===== src/rtl/spi_slave_core_if.sv =====
// Bus bundle between the SPI slave core and its master/register side:
// SPI pins, TX holding-buffer handshake, RX strobe and status strobes.
interface spi_slave_core_if #(
    parameter int DATA_WIDTH = 8
);
    logic                  sclk;
    logic                  ss_n;
    logic                  mosi;
    logic                  miso;
    logic                  miso_oe;
    logic [DATA_WIDTH-1:0] tx_data;
    logic                  tx_valid;
    logic                  tx_ready;
    logic [DATA_WIDTH-1:0] rx_data;
    logic                  rx_valid;
    logic                  underrun;
    logic                  frame_abort;
    logic                  busy;

    modport slave (
        input  sclk, ss_n, mosi, tx_data, tx_valid,
        output miso, miso_oe, tx_ready, rx_data, rx_valid, underrun, frame_abort, busy
    );

    modport master (
        output sclk, ss_n, mosi, tx_data, tx_valid,
        input  miso, miso_oe, tx_ready, rx_data, rx_valid, underrun, frame_abort, busy
    );
endinterface


===== src/rtl/spi_slave_core.sv =====
// SPI slave fully inside clk: oversampled sclk/ss_n/mosi, any CPOL/CPHA, width and bit order,
// with a one-word TX holding buffer and single-cycle RX/status strobes.
//
// state     | meaning
// ST_IDLE   | deselected, miso tri-stated (miso_oe=0), sclk edges ignored
// ST_ACTIVE | selected, shifting words; ss_n rise returns to ST_IDLE
module spi_slave_core #(
    parameter int DATA_WIDTH  = 8,
    parameter int CPOL        = 0,
    parameter int CPHA        = 0,
    parameter int MSB_FIRST   = 1,
    parameter int SYNC_STAGES = 2
) (
    input  logic             clk,
    input  logic             rst_n,
    spi_slave_core_if.slave  bus
);
    localparam int                CNT_W     = $clog2(DATA_WIDTH);
    localparam logic              SCLK_IDLE = (CPOL != 0);
    localparam logic [CNT_W-1:0]  LAST_BIT  = CNT_W'(DATA_WIDTH - 1);

    typedef enum logic {ST_IDLE, ST_ACTIVE} state_t;

    logic [SYNC_STAGES-1:0] sclk_sync_q, sclk_sync_d;
    logic [SYNC_STAGES-1:0] ss_sync_q, ss_sync_d;
    logic [SYNC_STAGES-1:0] mosi_sync_q, mosi_sync_d;
    logic                   sclk_prev_q, sclk_prev_d;
    logic                   ss_prev_q, ss_prev_d;

    state_t                 state_q, state_d;
    logic [CNT_W-1:0]       bit_cnt_q, bit_cnt_d;
    logic [DATA_WIDTH-1:0]  tx_shift_q, tx_shift_d;
    logic [DATA_WIDTH-1:0]  rx_shift_q, rx_shift_d;
    logic [DATA_WIDTH-1:0]  rx_data_q, rx_data_d;
    logic [DATA_WIDTH-1:0]  buf_data_q, buf_data_d;
    logic                   buf_full_q, buf_full_d;
    logic                   load_pend_q, load_pend_d;
    logic                   rx_valid_q, rx_valid_d;
    logic                   underrun_q, underrun_d;
    logic                   frame_abort_q, frame_abort_d;
    logic                   miso_q, miso_d;
    logic                   miso_oe_q, miso_oe_d;
    logic                   busy_q, busy_d;

    logic                   sclk_s, ss_s, mosi_s;
    logic                   lead_edge, trail_edge, sample_edge, shift_edge;
    logic                   ss_fall, ss_rise, tx_accept, do_load;
    logic [DATA_WIDTH-1:0]  rx_next, tx_next, load_word;

    function automatic logic first_bit(input logic [DATA_WIDTH-1:0] w);
        return (MSB_FIRST != 0) ? w[DATA_WIDTH-1] : w[0];
    endfunction

    assign sclk_s      = sclk_sync_q[SYNC_STAGES-1];
    assign ss_s        = ss_sync_q[SYNC_STAGES-1];
    assign mosi_s      = mosi_sync_q[SYNC_STAGES-1];
    assign lead_edge   = (sclk_s != sclk_prev_q) && (sclk_s != SCLK_IDLE);
    assign trail_edge  = (sclk_s != sclk_prev_q) && (sclk_s == SCLK_IDLE);
    assign sample_edge = (CPHA == 0) ? lead_edge : trail_edge;
    assign shift_edge  = (CPHA == 0) ? trail_edge : lead_edge;
    assign ss_fall     = ss_prev_q && !ss_s;
    assign ss_rise     = !ss_prev_q && ss_s;
    assign tx_accept   = bus.tx_valid && !buf_full_q;
    assign rx_next     = (MSB_FIRST != 0) ? {rx_shift_q[DATA_WIDTH-2:0], mosi_s}
                                          : {mosi_s, rx_shift_q[DATA_WIDTH-1:1]};
    assign tx_next     = (MSB_FIRST != 0) ? (tx_shift_q << 1) : (tx_shift_q >> 1);

    always_comb begin
        sclk_sync_d   = {sclk_sync_q[SYNC_STAGES-2:0], bus.sclk};
        ss_sync_d     = {ss_sync_q[SYNC_STAGES-2:0], bus.ss_n};
        mosi_sync_d   = {mosi_sync_q[SYNC_STAGES-2:0], bus.mosi};
        sclk_prev_d   = sclk_s;
        ss_prev_d     = ss_s;
        state_d       = state_q;
        bit_cnt_d     = bit_cnt_q;
        tx_shift_d    = tx_shift_q;
        rx_shift_d    = rx_shift_q;
        rx_data_d     = rx_data_q;
        buf_data_d    = buf_data_q;
        buf_full_d    = buf_full_q;
        load_pend_d   = load_pend_q;
        rx_valid_d    = 1'b0;
        underrun_d    = 1'b0;
        frame_abort_d = 1'b0;
        miso_d        = miso_q;
        miso_oe_d     = miso_oe_q;
        busy_d        = busy_q;
        do_load       = 1'b0;
        load_word     = '0;

        case (state_q)
            ST_IDLE: begin
                if (ss_fall) begin
                    state_d     = ST_ACTIVE;
                    busy_d      = 1'b1;
                    miso_oe_d   = 1'b1;
                    bit_cnt_d   = '0;
                    load_pend_d = 1'b0;
                    do_load     = 1'b1;
                end
            end
            ST_ACTIVE: begin
                if (sample_edge) begin
                    rx_shift_d = rx_next;
                    if (bit_cnt_q == LAST_BIT) begin
                        rx_data_d  = rx_next;
                        rx_valid_d = 1'b1;
                        bit_cnt_d  = '0;
                        // Next word goes out at the next shift point: now for CPHA=0,
                        // at the following leading edge for CPHA=1.
                        if (CPHA == 0) do_load = 1'b1;
                        else           load_pend_d = 1'b1;
                    end else begin
                        bit_cnt_d = bit_cnt_q + CNT_W'(1);
                    end
                end else if (shift_edge) begin
                    if (bit_cnt_q != '0) begin
                        tx_shift_d = tx_next;
                        miso_d     = first_bit(tx_next);
                    end else if (load_pend_q) begin
                        do_load     = 1'b1;
                        load_pend_d = 1'b0;
                    end
                end
                // A word completing in the same cycle as deselect leaves bit_cnt_d at 0: no abort.
                if (ss_rise) begin
                    state_d       = ST_IDLE;
                    busy_d        = 1'b0;
                    miso_oe_d     = 1'b0;
                    miso_d        = 1'b0;
                    load_pend_d   = 1'b0;
                    frame_abort_d = (bit_cnt_d != '0);
                    bit_cnt_d     = '0;
                    do_load       = 1'b0;
                end
            end
            default: state_d = ST_IDLE;
        endcase

        if (do_load) begin
            if (buf_full_q) begin
                load_word  = buf_data_q;
                buf_full_d = 1'b0;
            end else if (tx_accept) begin
                load_word = bus.tx_data;
            end else begin
                underrun_d = 1'b1;
            end
            tx_shift_d = load_word;
            miso_d     = first_bit(load_word);
        end

        if (tx_accept && !do_load) begin
            buf_data_d = bus.tx_data;
            buf_full_d = 1'b1;
        end
    end

    always_ff @(posedge clk or negedge rst_n) begin
        if (!rst_n) begin
            sclk_sync_q   <= {SYNC_STAGES{SCLK_IDLE}};
            ss_sync_q     <= '1;
            mosi_sync_q   <= '0;
            sclk_prev_q   <= SCLK_IDLE;
            ss_prev_q     <= 1'b1;
            state_q       <= ST_IDLE;
            bit_cnt_q     <= '0;
            tx_shift_q    <= '0;
            rx_shift_q    <= '0;
            rx_data_q     <= '0;
            buf_data_q    <= '0;
            buf_full_q    <= 1'b0;
            load_pend_q   <= 1'b0;
            rx_valid_q    <= 1'b0;
            underrun_q    <= 1'b0;
            frame_abort_q <= 1'b0;
            miso_q        <= 1'b0;
            miso_oe_q     <= 1'b0;
            busy_q        <= 1'b0;
        end else begin
            sclk_sync_q   <= sclk_sync_d;
            ss_sync_q     <= ss_sync_d;
            mosi_sync_q   <= mosi_sync_d;
            sclk_prev_q   <= sclk_prev_d;
            ss_prev_q     <= ss_prev_d;
            state_q       <= state_d;
            bit_cnt_q     <= bit_cnt_d;
            tx_shift_q    <= tx_shift_d;
            rx_shift_q    <= rx_shift_d;
            rx_data_q     <= rx_data_d;
            buf_data_q    <= buf_data_d;
            buf_full_q    <= buf_full_d;
            load_pend_q   <= load_pend_d;
            rx_valid_q    <= rx_valid_d;
            underrun_q    <= underrun_d;
            frame_abort_q <= frame_abort_d;
            miso_q        <= miso_d;
            miso_oe_q     <= miso_oe_d;
            busy_q        <= busy_d;
        end
    end

    assign bus.miso        = miso_q;
    assign bus.miso_oe     = miso_oe_q;
    assign bus.tx_ready    = !buf_full_q;
    assign bus.rx_data     = rx_data_q;
    assign bus.rx_valid    = rx_valid_q;
    assign bus.underrun    = underrun_q;
    assign bus.frame_abort = frame_abort_q;
    assign bus.busy        = busy_q;
endmodule


===== src/flat_wrapper.sv =====
// flat-port wrapper written by rule: the top's interface ports become plain ports
module spi_slave_core_flat 
#(
    parameter int DATA_WIDTH  = 8,
    parameter int CPOL        = 0,
    parameter int CPHA        = 0,
    parameter int MSB_FIRST   = 1,
    parameter int SYNC_STAGES = 2
)
  (clk, rst_n, bus_sclk, bus_ss_n, bus_mosi, bus_tx_data, bus_tx_valid, bus_miso, bus_miso_oe, bus_tx_ready, bus_rx_data, bus_rx_valid, bus_underrun, bus_frame_abort, bus_busy);
  spi_slave_core_if #(.DATA_WIDTH(DATA_WIDTH)) bus_i ();
  input  logic clk;
  input  logic rst_n;
  input wire logic [$bits(bus_i.sclk)-1:0] bus_sclk;
  input wire logic [$bits(bus_i.ss_n)-1:0] bus_ss_n;
  input wire logic [$bits(bus_i.mosi)-1:0] bus_mosi;
  input wire logic [$bits(bus_i.tx_data)-1:0] bus_tx_data;
  input wire logic [$bits(bus_i.tx_valid)-1:0] bus_tx_valid;
  output wire logic [$bits(bus_i.miso)-1:0] bus_miso;
  output wire logic [$bits(bus_i.miso_oe)-1:0] bus_miso_oe;
  output wire logic [$bits(bus_i.tx_ready)-1:0] bus_tx_ready;
  output wire logic [$bits(bus_i.rx_data)-1:0] bus_rx_data;
  output wire logic [$bits(bus_i.rx_valid)-1:0] bus_rx_valid;
  output wire logic [$bits(bus_i.underrun)-1:0] bus_underrun;
  output wire logic [$bits(bus_i.frame_abort)-1:0] bus_frame_abort;
  output wire logic [$bits(bus_i.busy)-1:0] bus_busy;
  assign bus_i.sclk = bus_sclk;
  assign bus_i.ss_n = bus_ss_n;
  assign bus_i.mosi = bus_mosi;
  assign bus_i.tx_data = bus_tx_data;
  assign bus_i.tx_valid = bus_tx_valid;
  assign bus_miso = bus_i.miso;
  assign bus_miso_oe = bus_i.miso_oe;
  assign bus_tx_ready = bus_i.tx_ready;
  assign bus_rx_data = bus_i.rx_data;
  assign bus_rx_valid = bus_i.rx_valid;
  assign bus_underrun = bus_i.underrun;
  assign bus_frame_abort = bus_i.frame_abort;
  assign bus_busy = bus_i.busy;
  spi_slave_core #(.DATA_WIDTH(DATA_WIDTH), .CPOL(CPOL), .CPHA(CPHA), .MSB_FIRST(MSB_FIRST), .SYNC_STAGES(SYNC_STAGES)) u_core (.clk(clk), .rst_n(rst_n), .bus(bus_i));
endmodule

===== config.mk =====
export PLATFORM = sky130hd
export DESIGN_NAME = spi_slave_core_flat
export DESIGN_NICKNAME = d
export VERILOG_FILES = /design/src/rtl/spi_slave_core_if.sv /design/src/rtl/spi_slave_core.sv /design/src/flat_wrapper.sv
export SDC_FILE = /design/constraint.sdc
export NUM_CORES = 1
export LEC_CHECK = 0
export CORE_MARGIN = 2
export CORE_UTILIZATION = 58
export CTS_CLUSTER_SIZE = 40
export DETAILED_ROUTE_END_ITERATION = 10
export PLACE_DENSITY = 0.84
export RECOVER_POWER = 50
export SYNTH_ARGS = -nofsm -noshare
export SYNTH_HDL_FRONTEND = slang
export SYNTH_SLANG_ARGS = --single-unit

===== constraint.sdc =====
create_clock -name clk -period 3.7 [get_ports clk]
set_input_delay 0.74 -clock clk [delete_from_list [all_inputs] [get_ports clk]]
set_output_delay 0.74 -clock clk [all_outputs]
set_load 0.1 [all_outputs]

==> key figures <==
Critical path
  – Crit path max-delay family: buffers and inverters
  – Worst Path Buf+Inv: 2
  – Crit path required time: 2.96 ns
  – FF-to-FF path depth: 5
  – Stages on worst setup path: 2
  – CP Class: reg2out
  – Critical path's largest stage delay: 1.13 ns
  – CP Max Fanout: 12
  – Slowest cell on the critical path: clkdlybuf4s50_1
  – Worst EP arrival: 2.14 ns
  – Worst setup EP type: primary output
  – Startpoint Class: register
  – CP cell instances: inv_1, clkdlybuf4s50_1

STA
  – Tcrit/Tclk final: 77.92%
  – Fin Setup TNS: 0 ns
  – Slew Limit Fails: 49
  – Worst slew pin tran: 2.425 ns
  – Max_slew headroom: -61.67%
  – Final hold vios: 0
  – Final setup viols: 0
  – F_max: 346.9 MHz
  – Clk_skew: 0.006976 ns
  – Post-layout min period: 2.883 ns
  – RSZ-0062 raised after global routing: no

Detailed routing
  – Via count: 1,280
  – Wirelength per Cell: 16.41 um
  – Pre-antenna DRT Iters: 4
  – Via/cell ratio: 5.614
  – Final WL: 3.741 mm
  – Post-route ant nets: 0
  – Residual DRC count: 0
  – 1st-iter DRT viols: 87

Placement
  – RD Place Congestion: 0.8547
  – I/O Buffers: 28
  – Final HPWL DP: 2.689 mm

Global route
  – Grt total ovfl: 0
  – Initial antenna violation count: 0
  – Largest net degree at the start of global routing: 49
  – GRT Util Overall: 20.72%
  – Global-route wire length before repair: 6.465 mm
  – Vias in the first global route: 1,339

Yosys
  – Yosys warnings: 0
  – FF+latch count, synth: 48
  – Synth top area share: 53.00%
  – Cell variety after synth: 38
  – EDFF count, synth: 0
  – Netlist Area Pre-Place: 2125 sq um
  – Top_reg_cell synth: dfrtp_1
  – Post-Synthesis Cells: 153
  – Fraction of registers with async set/reset: 100.0%
  – Seq/Total Area, Yosys: 56.71%
  – Mean Syn Cell Area: 13.89 sq um
  – Post-synth top area cell: dfrtp_1
  – Top cells by area, synth: dfrtp_1 (53%), mux2_2 (8.0%), mux2i_1 (5.7%)
  – Syn Nets: 170

Die
  – Die area: 4163 sq um
  – # IOs: 29
  – Initial Utilization: 62.20%
  – Core ar.: 3416 sq um
  – Std-Cell Rows: 21
  – Die extent in x: 64.52 um
  – Die H: 64.52 um

Cells and area
  – Layout area overhead: 14.84%
  – Final #Nets: 198
  – Layout cell share with drive strength beyond 1: 21.98%
  – Area of the multi-input gates: 804.5 sq um
  – Filler cells: 245
  – Antenna cells: 0
  – Storage element area: 1205 sq um

Clock tree
  – CTS buffer count: 5
  – Post-CTS sizing: 0
  – Post-CTS setup buffer count: 0
  – Cts-stage hold buffer count: 0
  – Skew-Pair Late Insertion Delay: 0.37 ns
  – CTS tree: built
  – Clock Tree Buf Depth: 2
  – H-tree level count: 2
  – Root Driver: clkbuf_4
  – TritonCTS Sinks: 48
  – Worst-path clk slew: 0.13 ns

Job
  – Max cap viols: 1

Power
  – Tot Pwr: 1.300 mW
  – Leakage power total: 1.086 nW
  – VDD IR max: 0.3343 mV
  – Cell area power density: 533.0 nW/um^2

Hold path
  – Worst hold path cell count: 0
  – Hold crit path type: reg2reg

Outcome
  – Failing checks: capacitance limit, slew limit
  – Status: finished, violations left
cell usage in the layout, fill, tap and decap left out, drive strengths merged, types with 2 or more instances in the layout:
| cell type | instances |
|---|---|
| nand2 | 2 |
| nand2b | 3 |
| a22oi | 2 |
| and2 | 3 |
| mux2i | 12 |
| dfrtp | 45 |
| inv | 12 |
| clkdlybuf4s50 | 24 |
| clkbuf | 7 |
| ha | 3 |
| dfstp | 3 |
| a21oi | 3 |
| a22o | 8 |
| nor4 | 3 |
| mux2 | 23 |
| a31o | 2 |
| nor2 | 6 |
| dlygate4sd3 | 3 |
| o21ai | 4 |
| nor2b | 2 |
metal layers:
layer	GRT usage, %	vias to the layer above	part of all wire, %
li1	-	594	-
met1	27.24	646	46
met2	32.03	30	47
met3	5.382	10	3.7
met4	10.37	0	3.0
met5	0	-	0
area by class of cell:
type / instances / share of cell area, %
flip-flops and latches: 48 / 49.38
multi-input cells: 86 / 32.97
clock buffers: 6 / 1.692
clock inverters: 2 / 0.5128
well taps: 46 / 2.359
inverters: 12 / 1.846
repair buffers: 28 / 11.23
sequential cells by signal (all words and copies together), names as in the netlist:
register and flops:
u_core.mosi_sync_q 2, u_core.sclk_sync_q 2, u_core.state_q 1, u_core.ss_prev_q 1, u_core.bus.underrun 1, u_core.bus.miso_oe 1, u_core.buf_data_q 8, u_core.bus.frame_abort 1
u_core.rx_shift_q 7, u_core.bus.rx_valid 1, u_core.bit_cnt_q 3, u_core.tx_shift_q 7, u_core.bus.rx_data 8, u_core.sclk_prev_q 1, u_core.buf_full_q 1, u_core.bus.miso 1
u_core.ss_sync_q 2
synthesized netlist by cell type, types with 2 or more instances:
library cell	n
a21oi_1	2
a22o_1	8
mux2_4	8
nor4_1	3
buf_6	3
mux2_2	15
and2_1	2
dfstp_2	3
mux2i_1	12
ha_1	3
nor2b_1	2
nand2b_1	2
dfrtp_1	45
inv_1	12
nor2_1	6
o21ai_0	4
a22oi_1	2
stage by stage:
stage                     utilization (%)  hold slack, ns  instances  instance area [sq um]  worst slack [ns]
after CTS                           71.47          0.3662        228                   2441            0.8140
after floorplan                         -          0.3312        153                   2125             1.609
after global placement              69.89          0.3346        220                   2387             1.285
after global routing                71.43          0.3830        228                   2440            0.7002
after detailed placement            69.89          0.3356        220                   2387             1.179
final                               71.43          0.3627        228                   2440            0.8170
worst reg2reg max path, delay by kind of cell, from the launching register on:
family,cells,cell delay [ns]
simple gates,1,0.29
flops,1,0.46
mux,1,0.32
fa+ha+maj,2,0.48
compound gates,1,0.27
kinds of logic after synthesis:
| kind of cell | after synthesis | share of synthesized area (%) |
|---|---|---|
| DFF | 48 | 56.71 |
| buffers and inverters | 19 | 5.418 |
| muxes | 35 | 19.26 |
| AOI/OAI and AO/OA | 24 | 9.718 |
| and+or+nand+nor | 24 | 7.126 |
| adders and majority gates | 3 | 1.767 |
power breakdown:
group	total (mW)	switching (mW)	internal, mW
clock	0.239	0.166	0.0735
combinational	0.340	0.175	0.165
sequential	0.722	0.0841	0.638
final timing paths:
path,from,endpoint,slack [ns]
min in group asynchronous,rst_n,u_core.bus.frame_abort,1.09
worst max register to register,u_core.bit_cnt_q[0],u_core.buf_data_q[5],1.78
worst max-delay path,u_core.buf_full_q,bus_tx_ready,0.82
worst min register to register,u_core.sclk_sync_q[0],u_core.sclk_sync_q[1],0.36
max in group asynchronous,rst_n,u_core.state_q,1.24
worst min-delay path,u_core.sclk_sync_q[0],u_core.sclk_sync_q[1],0.36
Note: power is estimated with default switching activity, not from simulation.
